### config.mk
export PLATFORM = sky130hd
export DESIGN_NAME = hilo_muldiv
export DESIGN_NICKNAME = d
export VERILOG_FILES = /design/src/rtl/hilo_muldiv.sv
export SDC_FILE = /design/constraint.sdc
export NUM_CORES = 1
export LEC_CHECK = 0
export BUFFER_PORTS_ARGS = -buffer_cell sky130_fd_sc_hd__buf_2
export CORE_UTILIZATION = 55
export CTS_CLUSTER_DIAMETER = 200
export DETAILED_ROUTE_END_ITERATION = 12
export PLACE_DENSITY = 0.75
export SLEW_MARGIN = 5
export SYNTH_ARGS = -nofsm -noshare
export SYNTH_HDL_FRONTEND = slang
export SYNTH_SLANG_ARGS = --single-unit
### constraint.sdc
create_clock -name clk -period 8.65 [get_ports clk]
set_input_delay 0 -clock clk [delete_from_list [all_inputs] [get_ports clk]]
set_output_delay 0 -clock clk [all_outputs]
set_load 0.02 [all_outputs]
### src/rtl/hilo_muldiv.sv
// HI/LO multiply-divide unit: iterative MULT/MULTU/DIV/DIVU with MTHI/MTLO writes.
// Latency: iterative ops hold busy for 33 cycles (32 RUN + 1 FIX); MTHI/MTLO in 1 edge.
// Backpressure: stall is raised while busy to any instruction touching HI/LO.
//
// Ports: clk, rst_n (async active-low); funct, hi_write, lo_write, mem_to_reg from
// decode; rs_data/rt_data operands; hi/lo register outputs; busy; stall (combinational).
// Build option: define HILO_FAST_MUL_EN for single-edge MULT/MULTU (divide stays iterative).
module hilo_muldiv (
  input  logic        clk,
  input  logic        rst_n,
  input  logic [5:0]  funct,
  input  logic [1:0]  hi_write,
  input  logic [1:0]  lo_write,
  input  logic [2:0]  mem_to_reg,
  input  logic [31:0] rs_data,
  input  logic [31:0] rt_data,
  output logic [31:0] hi,
  output logic [31:0] lo,
  output logic        busy,
  output logic        stall
);

  localparam logic [5:0] F_MTHI  = 6'h11;
  localparam logic [5:0] F_MTLO  = 6'h13;
  localparam logic [5:0] F_MULT  = 6'h18;
  localparam logic [5:0] F_MULTU = 6'h19;
  localparam logic [5:0] F_DIV   = 6'h1a;
  localparam logic [5:0] F_DIVU  = 6'h1b;

  typedef enum logic [1:0] {S_IDLE, S_RUN, S_FIX} state_t;
  state_t state_q, state_d;

  logic [4:0]  cnt_q;
  logic [31:0] acc_hi_q, acc_lo_q, mcand_q;
  logic        is_div_q, neg_q_q, neg_r_q;

  logic        idle, both_wr, is_mul, is_dvo, op_signed;
  logic        start_iter, mthi_go, mtlo_go;
  logic [31:0] rs_mag, rt_mag;

  assign idle      = (state_q == S_IDLE);
  assign busy      = !idle;
  assign both_wr   = (hi_write == 2'b11) && (lo_write == 2'b11);
  assign is_mul    = both_wr && ((funct == F_MULT) || (funct == F_MULTU));
  assign is_dvo    = both_wr && ((funct == F_DIV) || (funct == F_DIVU));
  assign op_signed = (funct == F_MULT) || (funct == F_DIV);
  assign mthi_go   = idle && (hi_write == 2'b11) && (lo_write != 2'b11) && (funct == F_MTHI);
  assign mtlo_go   = idle && (lo_write == 2'b11) && (hi_write != 2'b11) && (funct == F_MTLO);

  assign stall = busy && ((hi_write != 2'b00) || (lo_write != 2'b00) ||
                          (mem_to_reg == 3'd3) || (mem_to_reg == 3'd4));

  // Signed ops iterate on magnitudes; 0x80000000 maps to itself, which is its
  // correct unsigned magnitude.
  assign rs_mag = (op_signed && rs_data[31]) ? (~rs_data + 32'd1) : rs_data;
  assign rt_mag = (op_signed && rt_data[31]) ? (~rt_data + 32'd1) : rt_data;

`ifdef HILO_FAST_MUL_EN
  logic        fast_go;
  logic [63:0] mag_prod, fast_prod;
  assign fast_go    = idle && is_mul;
  assign start_iter = idle && is_dvo && (rt_data != 32'd0);
  assign mag_prod   = {32'd0, rs_mag} * {32'd0, rt_mag};
  assign fast_prod  = (op_signed && (rs_data[31] ^ rt_data[31])) ? -mag_prod : mag_prod;
`else
  // Divide by zero is never accepted: HI/LO keep their value, busy stays low.
  assign start_iter = idle && (is_mul || (is_dvo && (rt_data != 32'd0)));
`endif

  always_ff @(posedge clk or negedge rst_n) begin
    if (!rst_n) state_q <= S_IDLE;
    else        state_q <= state_d;
  end

  always_comb begin
    state_d = state_q;
    case (state_q)
      S_IDLE:  if (start_iter) state_d = S_RUN;
      S_RUN:   if (cnt_q == 5'd31) state_d = S_FIX;
      S_FIX:   state_d = S_IDLE;
      default: state_d = S_IDLE;
    endcase
  end

  // One iteration step. Multiply: shift-add with acc_lo holding the multiplier.
  // Divide: restoring, acc_hi = partial remainder, acc_lo shifts dividend out and
  // quotient in. When div_ge holds the true difference fits in 32 bits.
  logic [32:0] mul_sum, div_shift;
  logic        div_ge;
  logic [31:0] div_diff;
  always_comb begin
    mul_sum   = {1'b0, acc_hi_q} + (acc_lo_q[0] ? {1'b0, mcand_q} : 33'd0);
    div_shift = {acc_hi_q, acc_lo_q[31]};
    div_ge    = (div_shift >= {1'b0, mcand_q});
    div_diff  = div_shift[31:0] - mcand_q;
  end

  // Sign fix-up applied in FIX.
  logic [63:0] prod, prod_s;
  logic [31:0] res_hi, res_lo;
  always_comb begin
    prod   = {acc_hi_q, acc_lo_q};
    prod_s = neg_q_q ? -prod : prod;
    res_hi = prod_s[63:32];
    res_lo = prod_s[31:0];
    if (is_div_q) begin
      res_lo = neg_q_q ? -acc_lo_q : acc_lo_q;
      res_hi = neg_r_q ? -acc_hi_q : acc_hi_q;
    end
  end

  always_ff @(posedge clk or negedge rst_n) begin
    if (!rst_n) begin
      hi       <= 32'd0;
      lo       <= 32'd0;
      cnt_q    <= 5'd0;
      acc_hi_q <= 32'd0;
      acc_lo_q <= 32'd0;
      mcand_q  <= 32'd0;
      is_div_q <= 1'b0;
      neg_q_q  <= 1'b0;
      neg_r_q  <= 1'b0;
    end else begin
      case (state_q)
        S_IDLE: begin
          if (start_iter) begin
            cnt_q    <= 5'd0;
            acc_hi_q <= 32'd0;
            acc_lo_q <= is_dvo ? rs_mag : rt_mag;
            mcand_q  <= is_dvo ? rt_mag : rs_mag;
            is_div_q <= is_dvo;
            neg_q_q  <= op_signed && (rs_data[31] ^ rt_data[31]);
            neg_r_q  <= op_signed && rs_data[31];
          end
`ifdef HILO_FAST_MUL_EN
          if (fast_go) begin
            hi <= fast_prod[63:32];
            lo <= fast_prod[31:0];
          end
`endif
          if (mthi_go) hi <= rs_data;
          if (mtlo_go) lo <= rs_data;
        end
        S_RUN: begin
          cnt_q <= cnt_q + 5'd1;
          if (is_div_q) begin
            acc_hi_q <= div_ge ? div_diff : div_shift[31:0];
            acc_lo_q <= {acc_lo_q[30:0], div_ge};
          end else begin
            acc_hi_q <= mul_sum[32:1];
            acc_lo_q <= {mul_sum[0], acc_lo_q[31:1]};
          end
        end
        S_FIX: begin
          hi <= res_hi;
          lo <= res_lo;
        end
        default: ;
      endcase
    end
  end

endmodule

## After elaboration in Yosys (flattened, before gate mapping)

Index checks and enable logic that the tools add are counted.

| storage, ports and cells | value |
|---|---|
| bits of input ports | 79 |
| register bits | 170 |
| word-level logic and storage cells | 101 |
| output and inout bits | 66 |

| cells by class | value |
|---|---|
| mux-type cells | 26 |
| magnitude comparators | 1 |
| reduce and logical (&&, ||, !) cells | 34 |
| eq/ne operators | 19 |
| bitwise logic cells | 3 |
| $add $sub $neg | 8 |

Operator list:

| operator | number |
|---|---|
| $mux 32 | 16 |
| $pmux 32 s2 | 4 |
| $add 32x1->32 const B | 2 |
| $mux 64 | 1 |
| $neg 32->32 | 2 |
| $neg 64->64 | 1 |
| $not 32->32 | 2 |
| $eq 6x5->1 const B | 6 |
| $add 32x32->33 | 1 |
| $ge 33x32->1 | 1 |
| $reduce_bool 32->1 | 1 |
| $sub 32x32->32 | 1 |
| $logic_and 1x1->1 | 15 |
| $pmux 5 s2 | 1 |
| $reduce_and 2->1 | 5 |
| $reduce_bool 2->1 | 4 |
| $logic_or 1x1->1 | 7 |
| $eq 2x2->1 const B | 3 |
| $ne 2x1->1 const B | 3 |
| $ne 2x2->1 const B | 3 |
| $add 5x1->5 const B | 1 |
| $eq 5x5->1 const B | 1 |
| $mux 5 | 1 |
| $mux 2 | 2 |
| other kinds (7) | 7 |

## Depth between registers and ports, before layout

Gate-level depths: netlist of the first run.

| logic depth | value |
|---|---|
| word-level depth | 8 |
| gate-level depth with buffers | 14 |
| gate-level depth less buffers | 13 |

## Worst setup path before layout of the first run

No wires, ideal clock.

| path | value |
|---|---|
| kind | register to register |
| start | register acc_lo_q[0] |
| end | register acc_hi_q[25] |
| required time | 8.529 ns |
| path slack | 5.312 ns |
| cell stages (with the launch flop) | 15 |
| arrival | 3.217 ns |
| setup time | 0.121 ns |
| period minus slack after synthesis | 3.338 ns |
| buffers on the path | 2 |
| cells stage by stage | dfrtp_1 clkbuf_1 inv_1 clkbuf_1 nor2_1 ha_1 a211o_1 a2111oi_0 a2bb2oi_1 o21a_1 o31ai_1 a221oi_1 xnor2_1 o21a_1 a22o_1 |

| on the way | value |
|---|---|
| longest elaborated chain between the ends | 4 |

Ends and longest elaborated chain:

| item | RTL line | RTL |
|---|---|---|
| start, declared | 34 | `logic [31:0] acc_hi_q, acc_lo_q, mcand_q;` |
| start signal, assigned | 129 | `acc_lo_q <= is_dvo ? rs_mag : rt_mag;` |
| start signal, assigned | 148 | `acc_lo_q <= {acc_lo_q[30:0], div_ge};` |
| start signal, assigned | 151 | `acc_lo_q <= {mul_sum[0], acc_lo_q[31:1]};` |
| $mux 32 | 92 | `mul_sum = {1'b0, acc_hi_q} + (acc_lo_q[0] ? {1'b0, mcand_q} : 33'd0);` |
| $add 32x32->33 | 92 |  |
| $mux 32 | 146 | `if (is_div_q) begin` |
| $pmux 32 s2 | 124 | `case (state_q)` |
| end signal, assigned | 147 | `acc_hi_q <= div_ge ? div_diff : div_shift[31:0];` |
| end signal, assigned | 150 | `acc_hi_q <= mul_sum[32:1];` |
| end, declared | 34 |  |

Every way passes these cells.
A chain may end at the register's enable or synchronous reset.

## Worst setup path after layout of the first run

| path | value |
|---|---|
| start | register acc_hi_q[17] |
| end | register acc_hi_q[24] |

| on the way | value |
|---|---|
| longest elaborated chain between the ends | 4 |
| elaborated cells between the ends (all ways) | 6 |
| classes of those cells | 2 x add/sub; 1 x order compare; 3 x mux |

Ends and longest elaborated chain:

| item | RTL line |
|---|---|
| $sub 32x32->32 or $ge 33x32->1 (tied branches) | 95, 94 |
| $mux 32 | 147 |
| $mux 32 (*) | 146 |
| $pmux 32 s2 (*) | 124 |

Every way passes the cells marked *; elsewhere a longest branch is shown, timed or not.

==> summary.md, run 1 <==
| Metric | Value |
|---|---|
| Outcome | finished, final reports clean |
| Pin count of the biggest net entering global routing | 107 |
| Mapped Nets | 2066 |
| Final min period | 4.65 ns |
| Period utilisation layout | 53.7% |
| Worst endpoint data arrival time | 4.93 ns |
| Max FO, Critical Path | 19 |
| Gr usage total | 38.6% |
| P_leak | 7.44 nW |
| Sw Ratio | 49.2% |
| # rows | 60 |
| CTS tree | done |
| Initial antenna violation count | 1 |
| Post-synth ARST share | 100% |
| Router iterations before antenna repair | 6 |
| Register area share after synthesis | 28.0% |
| Largest family of logic cells by synthesized area | compound AO/OA/AOI/OAI gates |
| Htree depth | 4 |
| Synth Area in Simple Gates | 19.1% |
| Port Buffers | 144 |
| Initial core utilization | 56.2% |
| Clock buffer depth | 2 |
| Fmax | 215 MHz |
| Synth Area in XOR/XNOR | 9.45% |
| Mapped Cells | 1915 |
| Critical path required time | 8.93 ns |
| Clock Skew | 0.0182 ns |
| Logic pwr share | 52.4% |
| # IOs | 145 |
| Post-placement cell count | 2300 |
| Crit path launch type | flip-flop |
| 1st-iter DRT viols | 1918 |
| YS warnings | 0 |
| Number of setup buffers added after CTS | 0 |
| Setup crit end kind | flip-flop |
| Root buf cell | clkbuf_16 |
| CTS Buf Count | 17 |
| Antenna Nets Post-Route | 0 |
| Die width | 168 µm |
| WL/cell | 23.4 µm |
| Grt total ovfl | 0 |
| Drt drc | 0 |
| RePlAce Congestion | 1.02 |
| Layout cells sized above 1 | 12.1% |
| Vias in the first global route | 14500 |
| Pwr dens | 271 nW/µm² |
| Synthesis-to-finish area growth | 11.2% |
| Max Slew Vio Count | 0 |
| First-pass GRT wire length | 84100 µm |
| Crit path kind | reg -> reg |
| Synth Flop Type | dfrtp_1 |
| Clock-pin slew on the worst setup and hold paths | 0.08 ns |
| Number of vias per cell | 6.65 |
| ANT cells | 0 |
| Max cap viols | 0 |
| Synth cell types | 85 |
| Min-delay worst type | in -> reg |
| Rel. slew slack | 22.8% |
| Clock Sinks | 170 |
| Syn_area_per_cell | 7.93 µm² |
| RSZ-0062 raised after global routing | false |
| Sequential Power Share | 30.7% |
| Final wirelength | 55200 µm |
| Final Hold Violating Endpoints | 0 |
| Final std cells w/o fill | 2363 |
| Nets | 2160 |
| Vias | 15700 |
| Synth Area in Compound Gates | 25.9% |
| Worst-Margin Slew | 1.16 ns |
| Final setup fails | 0 |
| Most frequent cells in the layout | 200 x nand2_1, 193 x o21ai_0, 169 x dfrtp_1 |
| Clock latency on the worst-skew pair | 0.45 ns |
| Total die area | 28300 µm² |
| VDD IR-drop max | 0.181 mV |
| Core area | 27000 µm² |
| Synth Register Bits | 170 |
| Commonest non-fill, non-tap cell in the layout | nand2_1 |
| Detail Placement HPWL | 40600 µm |
| Post-Synth Adder-Cell Area | 6.03% |
| NetSw | 2.25 mW |
| Synth area leaders | dfrtp_1 28%, o21ai_0 6.4%, xnor2_1 6.2% |
| EDFF count, synth | 0 |
| Top cell type's share of synthesized area | 28.0% |
| Area leader, netlist | dfrtp_1 |
| Post-synthesis cell area | 15200 µm² |
| Mux contribution to synthesized area | 6.86% |
| Pint | 2.33 mW |
| Setup TNS | 0 ns |
| Die height | 168 µm |
| Clock share of power | 16.9% |
[per-stage QoR]
stage	hold WS (ns)	area, µm²	utilization, %	power, mW	setup slack (ns)
final	0.0105	16900	62.5	4.58	4.00
after global routing	0.00434	16900	62.5	4.84	3.84
after global placement	0.223	16000	59.3	3.66	4.34
after floorplan	-0.296	15200	-	2.98	5.31
after CTS	0.000854	16900	62.5	4.48	4.15
after detailed placement	0.227	16000	59.3	3.70	4.20
[per-layer routing]
layer	global-route usage [%]	wire length [µm]	vias up
met4	16.6	2370	2
met3	8.30	5810	131
met5	0	17	-
met2	58.5	23900	896
met1	52.9	23100	7502
li1	-	-	7181
[power by group through the flow]
stage,clock (mW),combinational [mW],sequential [mW]
floorplan,0,1.78,1.21
global placement,0,2.29,1.38
detailed placement,0,2.31,1.39
CTS,0.775,2.33,1.37
global route,0.800,2.61,1.42
finish,0.774,2.40,1.41
[layout make-up]
| cell class | instances | area (µm²) |
|---|---|---|
| well taps | 341 | 427 |
| multi-input cells | 1567 | 10300 |
| flip-flops and latches | 170 | 4260 |
| clock buffers | 18 | 429 |
| fillers | 2398 | 10100 |
| clock inverters | 14 | 133 |
| repair buffers | 191 | 1160 |
| inverters | 62 | 233 |
[sequential cells by signal (all words and copies together), names as in the netlist]
name / cells
acc_hi_q: 32
acc_lo_q: 32
hi: 32
lo: 32
mcand_q: 32
cnt_q: 5
state_q: 2
is_div_q: 1
neg_q_q: 1
neg_r_q: 1
[worst paths after layout]
check,cells after the start,to,from,slack [ns]
max in group asynchronous,3,mcand_q[22],rst_n,6.86
min in group asynchronous,2,hi[22],rst_n,0.28
worst max register to register,10,acc_hi_q[24],acc_hi_q[17],4.00
worst min register to register,2,mcand_q[11],mcand_q[11],0.49
worst min-delay path,4,lo[13],rs_data[13],0.01
worst max-delay path,10,acc_hi_q[24],acc_hi_q[17],4.00
[critical path, stage by stage, from the launching register on]
cell,delay [ns]
dfrtp_1,0.53
ha_1,0.44
a21o_1,0.25
a21o_1,0.19
a21oi_1,0.21
o221ai_1,0.22
or3b_1,0.47
o211ai_2,0.79
nand2_1,0.87
mux2i_1,0.40
o21ai_0,0.11
[cell families after synthesis]
family | Yosys count
AOI/OAI and AO/OA | 631
adders and majority gates | 72
muxes | 102
buffers and inverters | 178
xor gates and xnor gates | 164
DFF | 170
and+or+nand+nor | 598
[cell usage after synthesis, types with 18 or more instances]
master / instances
o21a_1: 18
dfrtp_1: 170
a21oi_1: 142
clkbuf_1: 85
nand3_1: 48
xor2_1: 57
o31ai_1: 19
ha_1: 70
o21ai_1: 26
a31oi_1: 22
a21o_1: 28
nand2b_1: 20
nor2_1: 160
o211ai_1: 34
nor3_1: 38
o21ai_0: 193
inv_1: 62
a211oi_1: 40
mux2i_1: 85
nand2_1: 200
xnor2_1: 107
or3_1: 22
[repair_timing]
item                                   4_1_cts  5_1_grt
endpoints found under the hold margin      147        0
hold buffers                                31        0
gates resized for setup                      0        0
(Power assumes the default switching activity.)
==> run 2: changes to the inputs <==
==> constraint.sdc (replaced) <==
create_clock -name clk -period 4.5 [get_ports clk]
set_input_delay 0 -clock clk [delete_from_list [all_inputs] [get_ports clk]]
set_output_delay 0 -clock clk [all_outputs]
set_load 0.02 [all_outputs]
==> run 2 against run 1 <==
Compared with the run above:
- the flow now finishes with violations (hold timing)
- critical path depth up 3
- critical path type unchanged
- critical endpoint is now acc_hi_q[31]
- final cell count up 0.80%
- first-iteration DRC count down 0.83%
- setup slack worse by 3.4 ns
- total power up 95%
==> summary.md, run 2 (synthesized netlist as in run 1, its figures left out) <==
| Metric | Value |
|---|---|
| Outcome | finished, violations left |
| Violated checks | hold timing |
| Gr usage total | 39.4% |
| Number of setup buffers added after CTS | 0 |
| Max FO, Critical Path | 23 |
| Min-delay worst type | in -> reg |
| Grt total ovfl | 0 |
| Clock-pin slew on the worst setup and hold paths | 0.09 ns |
| Final min period | 3.94 ns |
| Layout cells sized above 1 | 13.0% |
| RePlAce Congestion | 0.992 |
| Setup crit end kind | flip-flop |
| RSZ-0062 raised after global routing | false |
| CTS Buf Count | 17 |
| Drt drc | 0 |
| Rel. slew slack | 23.0% |
| Fmax | 254 MHz |
| Flip-flop and latch area | 4260 µm² |
| VDD IR-drop max | 0.408 mV |
| Clock Skew | 0.0200 ns |
| Initial core utilization | 56.2% |
| Root buf cell | clkbuf_16 |
| Final setup fails | 0 |
| Final Hold Violating Endpoints | 1 |
| Antenna Nets Post-Route | 0 |
| 1st-iter DRT viols | 1902 |
| Total die area | 28300 µm² |
| Detail Placement HPWL | 42300 µm |
| Core area | 27000 µm² |
| WL/cell | 23.4 µm |
| Setup TNS | 0 ns |
| Die height | 168 µm |
| Port Buffers | 144 |
| Crit path launch type | flip-flop |
| Period utilisation layout | 87.6% |
| ANT cells | 0 |
| Pin count of the biggest net entering global routing | 93 |
| Final wirelength | 55800 µm |
| Synthesis-to-finish area growth | 12.3% |
| Critical path required time | 4.84 ns |
| Clock Sinks | 170 |
| Die width | 168 µm |
| P_leak | 7.55 nW |
| Initial antenna violation count | 0 |
| CTS tree | done |
| Worst endpoint data arrival time | 4.29 ns |
| Most frequent cells in the layout | 200 x nand2_1, 193 x o21ai_0, 169 x dfrtp_1 |
| Clock buffer depth | 2 |
| Nets | 2179 |
| # IOs | 145 |
| Crit path kind | reg -> reg |
| Htree depth | 4 |
| Max cap viols | 0 |
| Router iterations before antenna repair | 6 |
| # rows | 60 |
| Pwr dens | 522 nW/µm² |
| Commonest non-fill, non-tap cell in the layout | nand2_1 |
| Number of vias per cell | 6.58 |
| Final Power | 8.91 mW |
| Fillers | 2428 |
| Worst-Margin Slew | 1.15 ns |
| Post-CTS resize count | 0 |
| WHS | -0.000144 ns |
| Area occupied by multi-input gates | 10300 µm² |
| Max Slew Vio Count | 0 |
| Clock latency on the worst-skew pair | 0.45 ns |
| Hold_buf cts | 30 |
| Vias | 15700 |
| First-pass GRT wire length | 84500 µm |
| Vias in the first global route | 14200 |
==> run 2: worst paths after layout <==
path | startpoint | endpoint | slack [ns] | depth (start not counted)
worst max-delay path | acc_lo_q[0] | acc_hi_q[31] | 0.56 | 13
worst min-delay path | rt_data[10] | mcand_q[10] | -0.0001 | 4
worst max register to register | acc_lo_q[0] | acc_hi_q[31] | 0.56 | 13
worst min register to register | mcand_q[2] | mcand_q[2] | 0.48 | 2
max in group asynchronous | rst_n | mcand_q[11] | 3.31 | 3
min in group asynchronous | rst_n | acc_hi_q[26] | 0.22 | 2
==> run 2: final cells by class <==
type | instances | share of cell area (%)
Sequential cell | 170 | 24.9
Multi-Input combinational cell | 1567 | 60.1
Timing Repair Buffer | 210 | 7.68
Tap cell | 341 | 2.50
Clock buffer | 18 | 2.57
Clock inverter | 14 | 0.850
Inverter | 62 | 1.36
==> run 2: worst max-delay path, cell delays in order, from the launching register on <==
cell	delay [ns]
dfrtp_1	0.45
inv_1	0.34
buf_4	0.38
nor2_1	0.10
ha_1	0.37
nand4_1	0.22
nor2_1	0.06
a21oi_1	0.23
nand2_1	0.14
a311oi_1	0.51
o211ai_1	0.27
a41oi_1	0.38
o21ai_0	0.14
a32o_1	0.26
==> run 2: power by group <==
part | leakage (nW) | switching [mW] | internal [mW]
clock network | 0.287 | 0.770 | 0.758
registers | 2.02 | 0.713 | 1.87
logic | 5.24 | 2.86 | 1.93
==> run 2: layer usage <==
layer | routed length [µm] | global-route usage (%) | vias to the layer above
li1 | - | - | 7209
met1 | 23600 | 54.7 | 7434
met2 | 24400 | 60.3 | 905
met3 | 5580 | 7.31 | 115
met4 | 2240 | 15.9 | 0
met5 | 0 | 0 | -
==> run 2: per-stage QoR <==
step | area [µm²] | cells | util, % | hold WS [ns] | setup slack [ns]
6_report | 17100 | 2382 | 63.1 | -0.000144 | 0.557
5_1_grt | 17100 | 2382 | 63.1 | 0.0155 | 0.404
2_1_floorplan | 15200 | 1915 | - | -0.296 | 1.16
3_3_place_gp | 16200 | 2320 | 59.9 | 0.154 | 0.700
3_5_place_dp | 16200 | 2320 | 59.9 | 0.157 | 0.633
4_1_cts | 17100 | 2382 | 63.1 | 0.00430 | 0.633
